## src/rtl/i1_evt_pkg.sv

```systemverilog
// ============================================================================
// i1_evt_pkg : shared widths, event record and sequencer state encoding
// Rev 1.0
// ============================================================================
`default_nettype none

package i1_evt_pkg;

    localparam int WIDTH_DEF = 16;
    localparam int IDX_W     = $clog2(WIDTH_DEF);
    localparam int TS_W_DEF  = 12;

    typedef struct packed {
        logic [IDX_W-1:0]    idx;
        logic                val;
        logic [TS_W_DEF-1:0] ts;
    } evt_t;

    typedef enum logic [0:0] {
        IDLE = 1'b0,
        SCAN = 1'b1
    } state_t;

endpackage

`default_nettype wire

```

## src/rtl/i1_evt_fifo.sv

```systemverilog
// ============================================================================
// i1_evt_fifo : synchronous show-ahead FIFO; head data holds the last popped
//               entry while empty
// Rev 1.0
// ============================================================================
`default_nettype none

module i1_evt_fifo #(
    parameter int DEPTH = 8,
    parameter int DW    = 5
) (
    input  logic                     clk,
    input  logic                     rst_n,
    input  logic                     i_push,
    input  logic                     i_pop,
    input  logic [DW-1:0]            i_din,
    output logic [DW-1:0]            o_dout,
    output logic                     o_full,
    output logic                     o_empty,
    output logic [$clog2(DEPTH):0]   o_level
);

    localparam int AW = $clog2(DEPTH);
    localparam int LW = AW + 1;

    logic [DW-1:0] r_mem [DEPTH];
    logic [AW-1:0] r_wr_ptr;
    logic [AW-1:0] r_rd_ptr;
    logic [LW-1:0] r_level;
    logic [DW-1:0] r_last;

    logic w_pop;
    logic w_push;

    assign o_full  = (r_level == LW'(DEPTH));
    assign o_empty = (r_level == '0);
    assign o_level = r_level;
    assign w_pop   = i_pop && !o_empty;
    // A full FIFO still accepts a push when the head leaves on the same edge
    assign w_push  = i_push && (!o_full || w_pop);
    assign o_dout  = o_empty ? r_last : r_mem[r_rd_ptr];

    always_ff @(posedge clk) begin
        if (w_push) begin
            r_mem[r_wr_ptr] <= i_din;
        end
    end

    always_ff @(posedge clk or negedge rst_n) begin
        if (!rst_n) begin
            r_wr_ptr <= '0;
            r_rd_ptr <= '0;
            r_level  <= '0;
            r_last   <= '0;
        end else begin
            if (w_push) begin
                r_wr_ptr <= r_wr_ptr + AW'(1);
            end
            if (w_pop) begin
                r_rd_ptr <= r_rd_ptr + AW'(1);
                r_last   <= r_mem[r_rd_ptr];
            end
            case ({w_push, w_pop})
                2'b10:   r_level <= r_level + LW'(1);
                2'b01:   r_level <= r_level - LW'(1);
                default: r_level <= r_level;
            endcase
        end
    end

endmodule

`default_nettype wire

```

## src/rtl/i1_evt_sequencer.sv

```systemverilog
// ============================================================================
// i1_evt_sequencer : turns bit changes of the decoded vector into queued
//                    {index, value[, timestamp]} events, lowest index first.
// Optional timestamping enabled by defining I1_EVT_TS_EN.
// Rev 1.0
// ============================================================================
`default_nettype none

module i1_evt_sequencer
    import i1_evt_pkg::*;
#(
    parameter int WIDTH = WIDTH_DEF,
    parameter int DEPTH = 8,
    parameter int TS_W  = TS_W_DEF
) (
    input  logic                       clk,
    input  logic                       rst_n,
    input  logic                       in_valid,
    input  logic [WIDTH-1:0]           in_po,
    output logic                       in_ready,
    output logic                       out_valid,
    input  logic                       out_ready,
    output logic [$clog2(WIDTH)-1:0]   out_idx,
    output logic                       out_val,
    output logic [TS_W-1:0]            out_ts,
    output logic [$clog2(DEPTH):0]     fifo_level
);

    localparam int IW = $clog2(WIDTH);
`ifdef I1_EVT_TS_EN
    localparam int EW = IW + 1 + TS_W;
`else
    localparam int EW = IW + 1;
`endif

    state_t           r_state;
    state_t           w_state_nxt;
    logic [WIDTH-1:0] r_prev;
    logic [WIDTH-1:0] r_pending;
    logic [WIDTH-1:0] w_diff;
    logic [WIDTH-1:0] w_sel_oh;
    logic [IW-1:0]    w_sel_idx;
    logic             w_sel_val;
    logic             w_accept;
    logic             w_push;
    logic             w_can_push;
    logic             w_full;
    logic             w_empty;
    logic [EW-1:0]    w_din;
    logic [EW-1:0]    w_dout;

    assign in_ready   = (r_state == IDLE);
    assign w_accept   = in_valid && in_ready;
    assign w_diff     = in_po ^ r_prev;
    assign out_valid  = !w_empty;
    assign w_can_push = !w_full || out_ready;

    // Isolate the lowest set pending bit; r_prev already holds the new sample
    assign w_sel_oh  = r_pending & (~r_pending + WIDTH'(1));
    assign w_sel_val = r_prev[w_sel_idx];

    always_comb begin
        w_sel_idx = '0;
        for (int i = WIDTH - 1; i >= 0; i--) begin
            if (r_pending[i]) begin
                w_sel_idx = IW'(i);
            end
        end
    end

    always_comb begin
        w_state_nxt = r_state;
        w_push      = 1'b0;
        case (r_state)
            IDLE: begin
                if (w_accept && (w_diff != '0)) begin
                    w_state_nxt = SCAN;
                end
            end
            SCAN: begin
                if (w_can_push) begin
                    w_push = 1'b1;
                    if ((r_pending & ~w_sel_oh) == '0) begin
                        w_state_nxt = IDLE;
                    end
                end
            end
            default: w_state_nxt = IDLE;
        endcase
    end

    always_ff @(posedge clk or negedge rst_n) begin
        if (!rst_n) begin
            r_state   <= IDLE;
            r_prev    <= '0;
            r_pending <= '0;
        end else begin
            r_state <= w_state_nxt;
            if (w_accept) begin
                r_prev    <= in_po;
                r_pending <= w_diff;
            end else if (w_push) begin
                r_pending <= r_pending & ~w_sel_oh;
            end
        end
    end

`ifdef I1_EVT_TS_EN
    logic [TS_W-1:0] r_ts;
    logic [TS_W-1:0] r_samp_ts;

    always_ff @(posedge clk or negedge rst_n) begin
        if (!rst_n) begin
            r_ts      <= '0;
            r_samp_ts <= '0;
        end else begin
            r_ts <= r_ts + TS_W'(1);
            if (w_accept) begin
                r_samp_ts <= r_ts;
            end
        end
    end

    assign w_din                      = {w_sel_idx, w_sel_val, r_samp_ts};
    assign {out_idx, out_val, out_ts} = w_dout;
`else
    assign w_din              = {w_sel_idx, w_sel_val};
    assign {out_idx, out_val} = w_dout;
    assign out_ts             = '0;
`endif

    i1_evt_fifo #(
        .DEPTH (DEPTH),
        .DW    (EW)
    ) u_fifo (
        .clk     (clk),
        .rst_n   (rst_n),
        .i_push  (w_push),
        .i_pop   (out_ready),
        .i_din   (w_din),
        .o_dout  (w_dout),
        .o_full  (w_full),
        .o_empty (w_empty),
        .o_level (fifo_level)
    );

endmodule

`default_nettype wire

```

## config.mk

```make
export PLATFORM = sky130hd
export DESIGN_NAME = i1_evt_sequencer
export DESIGN_NICKNAME = d
export VERILOG_FILES = /design/src/rtl/i1_evt_pkg.sv /design/src/rtl/i1_evt_fifo.sv /design/src/rtl/i1_evt_sequencer.sv
export SDC_FILE = /design/constraint.sdc
export NUM_CORES = 1
export LEC_CHECK = 0
export CAP_MARGIN = 20
export CORE_MARGIN = 2
export CORE_UTILIZATION = 50
export CTS_CLUSTER_DIAMETER = 150
export DETAILED_ROUTE_END_ITERATION = 8
export HOLD_SLACK_MARGIN = 0.08
export PLACE_DENSITY = 0.8
export SLEW_MARGIN = 20
export SYNTH_ARGS = -nofsm -noshare
export SYNTH_HDL_FRONTEND = slang
export SYNTH_SLANG_ARGS = --single-unit
```

## constraint.sdc

```tcl
create_clock -name clk -period 2.8 [get_ports clk]
set_input_delay 0.7 -clock clk [delete_from_list [all_inputs] [get_ports clk]]
set_output_delay 0.7 -clock clk [all_outputs]
set_load 0.005 [all_outputs]
```

; Word-level counts from Yosys, hierarchy flattened
; Memories as Yosys holds them, arrays and structs flattened.
; Cells that the tools add are included.
[totals]
ff_bits = 48
ramBits = 40
out_inout_bits = 23
mem_count = 1
[classes]
addsub = 5
magnitude_cmp = 1
n_eq_ne = 3
mux = 30
bitwise = 6
n_reduce_logical = 13
[mem_list]
columns = memory, words, width, read_ports, rd_clocked_by_memory_dff, wr, line
row1 = u_fifo.r_mem, 8, 5, 1, 0, 1, i1_evt_fifo.sv:26  ; logic [DW-1:0] r_mem [DEPTH];
[op_table]
columns = operator, count
row1 = 4-bit two-way mux, 16
row2 = 16-bit bitwise AND, 2
row3 = 16-bit two-way mux, 2
row4 = 16-bit inverter, 2
row5 = "16-bit by 1-bit adder with 16-bit output, second input constant", 1
row6 = 16-bit zero test, 1
row7 = 16-bit nonzero test, 1
row8 = 16-bit bitwise XOR, 1
row9 = 1-bit two-way mux, 8
row10 = 4-bit one-hot mux with 2 select lines, 1
row11 = "3-bit by 1-bit adder with 3-bit output, second input constant", 2
row12 = "4-bit by 5-bit < comparator with 1-bit output, second input constant", 1
row13 = 5-bit two-way mux, 1
row14 = "4-bit by 1-bit adder with 4-bit output, second input constant", 1
row15 = 1-bit binary-select mux with 4-bit select, 1
row16 = "4-bit equality test, second input constant", 1
row17 = 1-bit logical AND, 4
row18 = 4-bit zero test, 1
row19 = 2-bit nonzero test, 2
row20 = "4-bit by 1-bit subtractor with 4-bit output, second input constant", 1
row21 = "2-bit by 1-bit equality test with 1-bit output, second input constant", 1
row22 = "2-bit equality test, second input constant", 1
row23 = 1-bit zero test, 2
row24 = 1-bit logical OR, 2
row25 = 2 further kinds, 2

; Longest topological paths before layout
[depth]
depth_word = 18
mapped_depth = 10

; By module
; From an unflattened synthesis, not the netlist that was laid out.
[unflattened]
cells_unflattened = 419
area_unflattened_um2 = 4503.1
[modules_own_cells]
columns = mod, n_inst, cells_each, area_per_inst_um2, seq_area_each_um2
row1 = i1_evt_fifo, 1, 168, 2422.3, 1576.5
row2 = i1_evt_sequencer, 1, 251, 2080.7, 825.8

; Worst setup path before layout
; Ideal clock, no wire load.
[synth_path]
path_kind = input to register
startpoint = input port out_ready
endpoint = register u_fifo.r_level[3] (netlist: u_fifo.o_level[3])
setup_time_ns = 0.125
arrival_time_ns = 2.607
required_ns = 2.675
slack_ns = 0.068
path_stages = 10
path_buffers = 1
path_cell_list = nand2b_1 o41ai_2 clkbuf_1 ha_1 ha_1 a21o_1 a21oi_1 xnor2_1 nor2_1 xor2_1
[synth_via]
elab_chain_len = 6
word_cells_on_any_way = 10
[synth_rtl]
columns = element, line
row1 = start: declaration, i1_evt_sequencer.sv:22  ; input logic out_ready,
row2 = 1-bit logical OR, i1_evt_sequencer.sv:56  ; assign w_can_push = !w_full || out_ready;
row3 = 1-bit two-way mux, i1_evt_sequencer.sv:81  ; if (w_can_push) begin
row4 = 1-bit two-way mux, i1_evt_sequencer.sv:74  ; case (r_state)
row5 = 1-bit logical AND, i1_evt_fifo.sv:40  ; assign w_push = i_push && (!o_full || w_pop);
row6 = 2-bit by 1-bit equality test with 1-bit output or 2-bit equality test (tied branches), i1_evt_fifo.sv:63  ; case ({w_push, w_pop})
row7 = 4-bit one-hot mux with 2 select lines or 2-bit nonzero test (tied branches), n/a
row8 = end signal: assignment, i1_evt_fifo.sv:64  ; 2'b10: r_level <= r_level + LW'(1);
row9 = end signal: assignment, i1_evt_fifo.sv:65  ; 2'b01: r_level <= r_level - LW'(1);
row10 = end signal: assignment, i1_evt_fifo.sv:66  ; default: r_level <= r_level;
row11 = end: declaration, i1_evt_fifo.sv:29  ; logic [LW-1:0] r_level;
; Several ways; a longest one is shown, not always the timed one.
; A chain may end at the register's enable or synchronous reset.

; Worst setup path in the final report
[layout_path]
startpoint = register u_fifo.r_rd_ptr[0]
endpoint = output port out_idx[1]
[layout_via]
elab_chain_len = 2
[layout_rtl]
columns = element, line
row1 = start: declaration, i1_evt_fifo.sv:28  ; logic [AW-1:0] r_rd_ptr;
row2 = start signal: assignment, i1_evt_fifo.sv:60  ; r_rd_ptr <= r_rd_ptr + AW'(1);
row3 = memory read 8 x 5 bit, n/a
row4 = 5-bit two-way mux, i1_evt_fifo.sv:41  ; assign o_dout = o_empty ? r_last : r_mem[r_rd_ptr];
row5 = end: declaration, i1_evt_sequencer.sv:23  ; output logic [$clog2(WIDTH)-1:0] out_idx,
; Every way passes these cells.

==> impl_metrics.toml <==
[outcome]
status = "finished clean"

[logic_synthesis]
synth_cells = 414
synth_flop_cell = "dfrtp_1"
avgSynthCellArea_sq_um = 10.80
yosys.cell_types.count = 60
netlist_area_sq_um = 4472
ys_warn_count = 0
seq_area_frac_synth_pct = 53.72
ys_seq_elements = 88
ys_async_sr_fraction_pct = 54.55
synth_edf_count = 40

[critical_path]
crit_family = "multiplexers"
required_ns = 2.10
cpMaxStageDelayCell = "mux4_2"
rrSetupSlack_ns = 0.11
rr_worst_depth = 6
worstSetupStartpoint = "u_fifo.r_rd_ptr[0]"
critPathKind = "reg -> out"
worst-path-buf-inv = 2
worstPathCellList = "buf_12 > mux4_2 > mux2i_2 > a21oi_1 > dlygate4sd2_1"
slowest_delay_ns = 0.55
cp_max_fo = 6
cp.arrival_ns = 2.01
start_kind = "register"
timing.rr.end = "u_fifo.r_mem[0][0]"
critPathCaptureType = "output port"
reg2reg_from = "r_pending[9]"

[timing]
worst_pin_slew_ns = 0.8637
whs_ns = 0.2931
rsz0062_at_grt = "no"
skew_ns = 0.01472
setup_violations = 0
finalSetupTns_ns = 0
period_share_pct = 96.76
maxSlewHeadroom_pct = 41.97
fmax_mhz = 369.1
finalHoldViolCount = 0
fin_crit_ns = 2.709
maxSlewViolCount = 0

[clock_network]
cts_sinks = 88
cts_buffer_depth = 2
cts_hold_buf = 0
cts_tree = "built"
cts_made_buffers = 9
htreeDepth = 3
cts-root-buf = "clkbuf_8"
clk_pin_slew_ns = 0.09
clock_latency_ns = 0.36

[run]
drv_cap = 0

[routing]
wire_per_inst_um = 17.13
drt_iter0_markers = 263
ant_nets = 0
wirelength_mm = 9.869
via_count = 3271
dr.pass1.iters = 5
vias_per_cell = 5.679
drc = 0

[final_layout]
regArea_sq_um = 2405
multi_input_area_sq_um = 1956
n_antenna_cell = 0
nets = 489
fill_cells = 695
drive_above_1_share_pct = 17.95
syn2layout_area_growth_pct = 18.77

[floorplanning]
die_y_um = 98.57
num_io_pins = 43
initial_core_util_pct = 51.53
core_sq_um = 8678
die_area_sq_um = 9716
die_w_um = 98.57
fp-row-count = 34

[global_routing]
grt_pass1_wl_mm = 16.07
overflow = 0
grt_max_degree = 30
antenna_found_initial = 0
grt_use_total_pct = 21.10
grt_pass1_vias = 3179

[place]
gp_congestion = 0.9205
portBuffers = 30
hpwl_mm = 7.120

[pwr]
peakVddDrop_uv = 486.1
power.leakage_nw = 2.168
power.density_nw_per_um2 = 1501

[hold_path]
hp-class = "in -> async"
cells in the final DEF (no fill, tap or decap), types with 3 or more instances in the layout:
cell,synthesis,routed
xor2_1,8,8
dlygate4sd2_1,0,5
buf_4,13,26
clkdlybuf4s50_1,0,24
nand3_1,11,11
a21oi_1,16,15
ha_1,5,5
a211oi_1,3,3
dfrtp_1,48,46
mux4_2,10,10
nor3_1,6,6
mux2i_2,0,4
nand2_1,73,73
nor2_1,41,41
inv_1,10,10
mux2_2,4,4
o21ai_1,3,3
xnor2_1,16,16
conb_1,1,12
edfxtp_1,40,40
bufinv_16,0,3
o21ai_0,30,30
nand4_1,4,4
clkbuf_8,0,9
kinds of logic (layout without fill, tap and decap cells):
kind of cell	after synthesis	in the layout	share of synthesized area [%]
simple gates	158	158	16.40
xor+xnor	24	24	4.701
flops	88	88	53.72
buf+inv	42	85	4.701
compound gates	74	74	10.91
fa+ha+maj	6	6	1.847
other cells	1	12	0.08386
mux	21	21	7.639
cell type report:
type | count | share of cell area (%)
sequential | 88 | 45.28
multi-input combinational | 295 | 36.82
timing repair buffer | 58 | 9.965
tap | 108 | 2.544
clock buffer | 10 | 2.403
clock inverter | 6 | 2.214
inverter | 11 | 0.7774
report_power, final:
part	internal, mW	total [mW]	switching, mW	leakage, nW
clock	0.601	1.05	0.453	0.119
sequential	2.28	2.81	0.530	0.968
combinational	1.83	4.11	2.28	1.08
registers in the layout, indices dropped and copies added, names as in the netlist:
register / flops
u_fifo.o_level: 4
u_fifo.r_mem: 40
r_prev: 16
u_fifo.r_wr_ptr: 3
u_fifo.r_last: 5
u_fifo.r_rd_ptr: 3
r_pending: 16
r_state: 1
worst max-delay path by stage:
| stage | to | slack, ns | cells past startpoint |
|---|---|---|---|
| final | out_idx[1] | 0.09 | 5 |
| after global routing | out_idx[1] | 0.009 | 5 |
| after CTS | out_val | 0.07 | 5 |
| after detailed placement | u_fifo.r_mem[0][1] | -0.07 | 5 |
| after global placement | u_fifo.o_level[3] | 0.03 | 10 |
| after floorplan | u_fifo.o_level[3] | 0.07 | 10 |
routing by layer:
layer  vias to the layer above  track usage [%]  wire [um]
met5                         -                0          0
met4                         0            8.219        171
met3                        13            3.404        470
met2                       116            32.39       4667
met1                      1597            30.47       4559
li1                       1545                -          -
synth_stat cells (2+ instances only):
cell | instances | area [sq um]
xor2_1 | 8 | 70.07
clkbuf_1 | 13 | 48.80
nor3b_1 | 2 | 15.01
o211ai_1 | 2 | 15.01
edfxtp_1 | 40 | 1201
nor4b_1 | 2 | 17.52
o21ai_0 | 30 | 150.1
nor3_1 | 6 | 30.03
buf_2 | 3 | 15.01
nand4_1 | 4 | 25.02
or4_1 | 2 | 15.01
buf_1 | 2 | 7.510
nand3_1 | 11 | 55.05
dfrtp_1 | 48 | 1201
nor2_1 | 41 | 153.9
nor2b_1 | 2 | 12.51
a211oi_1 | 3 | 22.52
nand2_1 | 73 | 274.0
a221oi_1 | 2 | 17.52
nand2_2 | 2 | 12.51
o21ai_1 | 3 | 15.01
inv_1 | 10 | 37.54
a21oi_1 | 16 | 80.08
xnor2_1 | 16 | 140.1
buf_4 | 13 | 97.59
ha_1 | 5 | 62.56
nor4_1 | 3 | 18.77
mux2_2 | 4 | 45.04
o2111ai_1 | 2 | 17.52
o311ai_0 | 2 | 17.52
mux4_2 | 10 | 225.2
mux2i_1 | 6 | 60.06
through the flow:
step           instance area (sq um)  util [%]  std cells  worst slack, ns  power, mW
3_3_place_gp                    4989     57.48        557          0.02739      6.583
6_report                        5311     61.20        576          0.09086      7.974
2_1_floorplan                   4513         -        425          0.06794      5.327
5_1_grt                         5311     61.20        576         0.009263      8.518
3_5_place_dp                    4989     57.48        557         -0.06775      6.763
4_1_cts                         5255     60.55        575          0.06689      7.835
repair_timing:
item / CTS / global route
buffers inserted: 2 / 0
setup endpoints to repair: 5 / 4
gates cloned: 0 / 1
gates resized for setup: 9 / 6
hold endpoints to repair: 0 / 0
pin swaps: 0 / 1
Note: power is estimated with default switching activity, not from simulation.
